`config.mk`:
```
export PLATFORM = sky130hd
export DESIGN_NAME = bg_mem_arbiter
export DESIGN_NICKNAME = d
export VERILOG_FILES = /design/src/rtl/bg_mem_arbiter.sv
export SDC_FILE = /design/constraint.sdc
export NUM_CORES = 1
export LEC_CHECK = 0
export ABC_AREA = 0
export CAP_MARGIN = 20
export CORE_MARGIN = 2
export CORE_UTILIZATION = 32
export CTS_CLUSTER_DIAMETER = 30
export CTS_CLUSTER_SIZE = 14
export DETAILED_ROUTE_END_ITERATION = 10
export PLACE_DENSITY_LB_ADDON = 0.3
export SYNTH_ARGS = -nofsm -noshare
export SYNTH_HDL_FRONTEND = slang
export SYNTH_SLANG_ARGS = --single-unit
```
`constraint.sdc`:
```
create_clock -name Clk -period 4.5 [get_ports Clk]
set_input_delay 1.125 -clock Clk [delete_from_list [all_inputs] [get_ports Clk]]
set_output_delay 1.125 -clock Clk [all_outputs]
set_load 0.01 [all_outputs]
```
`src/rtl/bg_mem_arbiter.sv`:
```
// Single-port background/scoreboard memory arbiter: display owns the port while visible,
// game reader and score writer share it round-robin in blanking. Read data is routed by a tag pipeline.
module bg_mem_arbiter #(
   parameter int ADDR_W    = 19,
   parameter int DATA_W    = 8,
   parameter int READ_LAT  = 1,
   parameter int H_VISIBLE = 640,
   parameter int V_VISIBLE = 480
) (
   input  logic              Clk,
   input  logic              Reset,
   input  logic [9:0]        DrawX,
   input  logic [9:0]        DrawY,
   input  logic [ADDR_W-1:0] disp_addr,
   output logic [DATA_W-1:0] disp_data,
   output logic              disp_valid,
   input  logic              rd_req,
   input  logic [ADDR_W-1:0] rd_addr,
   output logic              rd_ack,
   output logic [DATA_W-1:0] rd_data,
   output logic              rd_valid,
   input  logic              wr_req,
   input  logic [ADDR_W-1:0] wr_addr,
   input  logic [DATA_W-1:0] wr_data,
   output logic              wr_ack,
   output logic [ADDR_W-1:0] mem_addr,
   output logic              mem_we,
   output logic [DATA_W-1:0] mem_wdata,
   input  logic [DATA_W-1:0] mem_rdata
);

   localparam logic [9:0] H_VIS = 10'(H_VISIBLE);
   localparam logic [9:0] V_VIS = 10'(V_VISIBLE);
   localparam logic       RR_WR = 1'b0;
   localparam logic       RR_RD = 1'b1;

   typedef enum logic [1:0] {TAG_NONE, TAG_DISP, TAG_RD} tag_t;
   typedef enum logic {ST_DISP, ST_BLANK} state_t;

   state_t            state, state_nxt;
   logic              active;
   logic              rr_ptr, rr_nxt;
   logic              gnt_wr, gnt_rd;
   tag_t              tag_s0;
   tag_t              tag_pipe [1:READ_LAT];
   logic [DATA_W-1:0] disp_hold, rd_hold;

   assign active = (DrawX < H_VIS) && (DrawY < V_VIS);

   // Outputs follow state_nxt so the transition cycle already obeys the new state's rules.
   always_comb begin
      state_nxt = state;
      case (state)
         ST_DISP:  if (!active) state_nxt = ST_BLANK;
         ST_BLANK: if (active)  state_nxt = ST_DISP;
      endcase

      mem_addr  = '0;
      mem_we    = 1'b0;
      mem_wdata = '0;
      rd_ack    = 1'b0;
      wr_ack    = 1'b0;
      gnt_wr    = 1'b0;
      gnt_rd    = 1'b0;
      tag_s0    = TAG_NONE;
      rr_nxt    = rr_ptr;
      if (!Reset) begin
         case (state_nxt)
            ST_DISP: begin
               mem_addr = disp_addr;
               tag_s0   = TAG_DISP;
            end
            ST_BLANK: begin
               gnt_wr = wr_req && (!rd_req || (rr_ptr == RR_WR));
               gnt_rd = rd_req && !gnt_wr;
               if (rd_req && wr_req) rr_nxt = gnt_wr ? RR_RD : RR_WR;
               if (gnt_wr) begin
                  mem_addr  = wr_addr;
                  mem_we    = 1'b1;
                  mem_wdata = wr_data;
                  wr_ack    = 1'b1;
               end else if (gnt_rd) begin
                  mem_addr = rd_addr;
                  rd_ack   = 1'b1;
                  tag_s0   = TAG_RD;
               end
            end
         endcase
      end
   end

   // Valids are masked during Reset so nothing issued before it ever emerges.
   assign disp_valid = !Reset && (tag_pipe[READ_LAT] == TAG_DISP);
   assign rd_valid   = !Reset && (tag_pipe[READ_LAT] == TAG_RD);
   assign disp_data  = disp_valid ? mem_rdata : disp_hold;
   assign rd_data    = rd_valid   ? mem_rdata : rd_hold;

   always_ff @(posedge Clk) begin
      if (Reset) begin
         state     <= ST_DISP;
         rr_ptr    <= RR_WR;
         disp_hold <= '0;
         rd_hold   <= '0;
         for (int i = 1; i <= READ_LAT; i++) tag_pipe[i] <= TAG_NONE;
      end else begin
         state     <= state_nxt;
         rr_ptr    <= rr_nxt;
         disp_hold <= disp_data;
         rd_hold   <= rd_data;
         tag_pipe[1] <= tag_s0;
         for (int i = 2; i <= READ_LAT; i++) tag_pipe[i] <= tag_pipe[i-1];
      end
   end

endmodule

```
==> flow_summary_export.csv <==
group,metric,value,unit
setup_path,reg2regPathDepth,4,
grt,antenna_found_initial,0,
power_and_ir_drop,powerDensity,186,nW/um2
setup_path,r2r_setup_slack,3190,ps
clock_tree,root_buffer,"clkbuf_8",
synth,synth_top_flop_cell,"dfxtp_1",
setup_path,required,3380,ps
clock_tree,path_clk_slew,70,ps
place,placed_cells,335,
synth,synth_cell_types,30,
synth,synth.largest_area_cell,"dfxtp_1",
synth,ys_seq_area_share,26.8,%
final_layout,final_cell_count_no_fill,339,
setup_path,startpoint_type,"input pin",
clock_tree,cts_buffers,3,
synth,ys_async_sr_fraction,0,%
sta,drv_slew,0,
grt,grt_pass1_vias,1790,
floorplanning,rows,24,
grt,grt.met3_usage,5.56,%
clock_tree,cts.repair.resized,0,
place,dpl.hpwl,3940,um
grt,grt_pass1_wl,8050,um
synth,mappedNetlistArea,1420,um2
clock_tree,holdBufCountCts,0,
final_layout,diodes,0,
setup_path,critPathArrivalTime,3090,ps
sta,slew_headroom,77.0,%
sta,setup_tns,0,ps
setup_path,r2r-end,"disp_hold[0]",
floorplanning,fp.dieH,70.6,um
detailed_routing,drc_errors,0,
final_layout,final_net_count,385,
grt,grt_busiest_layer,"met2",
detailed_routing,num_vias,1745,
sta,worst_pin_slew,340,ps
sta,hold_viol,0,
grt,track_usage,19.7,%
setup_path,cp_max_fo,7,
power_and_ir_drop,total_power,521,uW
place,gp_congestion,0.846,
final_layout,area_growth,97.4,%
power_and_ir_drop,ir_drop,73.4,uV
sta,fmax,237,MHz
setup_path,reg2reg_from,"tag_pipe[1][0]",
detailed_routing,drt_wl_total,4950,um
detailed_routing,first_pass_iters,4,
clock_tree,clock_latency,250,ps
setup_path,endpoint_kind,"primary output",
floorplanning,coreArea,4320,um2
synth,synth_top_area_share,26.8,%
sta,hold_ws,572,ps
setup_path,crit_end,"mem_addr[15]",
final_layout,drive_above_1_share,9.76,%
floorplanning,io-pin-count,145,
detailed_routing,wire_per_inst,14.6,um
clock_tree,clockBufferDepth,2,
setup_path,critPathKind,"input pin to primary output",
floorplanning,die_width,70.6,um
power_and_ir_drop,leakagePower,0.00105,uW
sta,setup_violations,0,
setup_path,startpoint,"DrawY[7]",
synth,synth_area_leaders,"dfxtp_1, a32oi_1, a211oi_1",
grt,grtUsageMet1,21.0,%
grt,use_met2,38.3,%
detailed_routing,ant_nets,0,
sta,finalCriticalPeriod,4220,ps
sta,fin_skew,1.64,ps
detailed_routing,first_iter_violations,46,
synth,synth_fp_nets,255,
clock_tree,post-cts-setup-buffers,0,
flow_run,cap_violations,0,
hold_path,hold_path.class,"flop to flop",
final_layout,final_core_util,64.8,%
place,io_buffers,132,
grt,grt_max_degree,23,
sta,rsz0062_at_grt,"no",
synth,synth_edf_count,0,
floorplanning,initial_core_util,32.8,%
floorplanning,die-area,4980,um2
synth,yosys_register_bits,19,
grt,grt_overflow_total,0,
detailed_routing,vias_per_cell,5.15,
sta,period_share,93.7,%
synth,yosysWarnings,0,
clock_tree,cts_tree,"built",
synth,synth_area_per_cell,8.98,um2
clock_tree,htree_levels,1,
synth,syn_inst,158,
status,status,"finished, final reports clean",
clock_tree,cts_num_sinks,19,
[cell families after synthesis]
| family | synth area share, % |
|---|---|
| and+or+nand+nor | 23.0 |
| AOI/OAI and AO/OA | 26.5 |
| buffers and inverters | 10.9 |
| DFF | 26.8 |
| muxes | 12.7 |
[sequential cells by signal (all words and copies together), names as in the netlist]
name,cells
tag_pipe,2
rr_ptr,1
disp_hold,8
rd_hold,8
[per-stage QoR]
step	area, um2	setup WS, ps
floorplan	1420	1290
global placement	2760	319
detailed placement	2760	268
CTS	2800	245
global route	2800	130
finish	2800	282
[report_power, final]
| part | internal [uW] | switching, uW |
|---|---|---|
| Sequential | 173 | 2.45 |
| Combinational | 144 | 86.7 |
| Clock | 62.8 | 51.7 |
[how the worst min path moves through the flow]
stage	from	to	slack, ps	cells past startpoint
2_1_floorplan	disp_hold[6]	disp_hold[6]	600	2
3_3_place_gp	disp_hold[0]	disp_hold[0]	550	2
3_5_place_dp	disp_hold[4]	disp_hold[4]	560	2
4_1_cts	disp_hold[4]	disp_hold[4]	580	2
5_1_grt	disp_hold[1]	disp_hold[1]	600	2
6_report	disp_hold[2]	disp_hold[2]	570	2
[synthesized netlist by cell type, types with 2 or more instances]
master	n
clkbuf_1	9
a211oi_1	18
buf_6	3
mux2_1	7
buf_4	3
nand3_1	2
nor2b_1	17
and3_1	10
a32oi_1	19
nand2_1	3
dfxtp_1	19
mux2_2	9
clkbuf_8	3
nor3b_1	2
nor3_1	19
[final cells by class]
cell class / count / area, um2
multi-input combinational: 118 / 883
fill: 386 / 1520
timing repair buffer: 146 / 1430
clock buffer: 4 / 45.0
sequential: 19 / 380
tap: 52 / 65.1
[cells in the final DEF (no fill, tap or decap)]
| cell | netlist | routed |
|---|---|---|
| nor4bb_1 | 1 | 1 |
| a41o_1 | 1 | 1 |
| and2_1 | 1 | 1 |
| nand2b_1 | 1 | 1 |
| mux2_1 | 7 | 7 |
| nor2_1 | 1 | 1 |
| a22oi_1 | 1 | 1 |
| nor3b_1 | 2 | 2 |
| a41oi_1 | 1 | 1 |
| nand2_1 | 3 | 3 |
| and3_1 | 10 | 10 |
| nor3_1 | 19 | 19 |
| mux2_2 | 9 | 9 |
| clkdlybuf4s50_1 | 0 | 132 |
| clkbuf_1 | 9 | 1 |
| clkbuf_8 | 3 | 3 |
| nand3_1 | 2 | 2 |
| a21boi_4 | 1 | 1 |
| o21a_1 | 1 | 1 |
| buf_4 | 3 | 14 |
| dfxtp_1 | 19 | 19 |
| a32oi_1 | 19 | 19 |
| a21oi_1 | 1 | 1 |
| nor2b_1 | 17 | 17 |
| a211oi_2 | 1 | 1 |
| a211oi_1 | 18 | 18 |
| o21ai_0 | 1 | 1 |
[critical path, stage by stage]
cell and delay, ps:
clkdlybuf4s50_1 430, a41oi_1 360, nand2_1 140, buf_4 190, a211oi_1 260, clkdlybuf4s50_1 590
[per-layer routing]
metal / up-vias / part of all wire, %
li1: 873 / -
met1: 780 / 37
met2: 87 / 52
met3: 5 / 9.4
met4: 0 / 0.85
met5: - / 0
(Power assumes the default switching activity.)
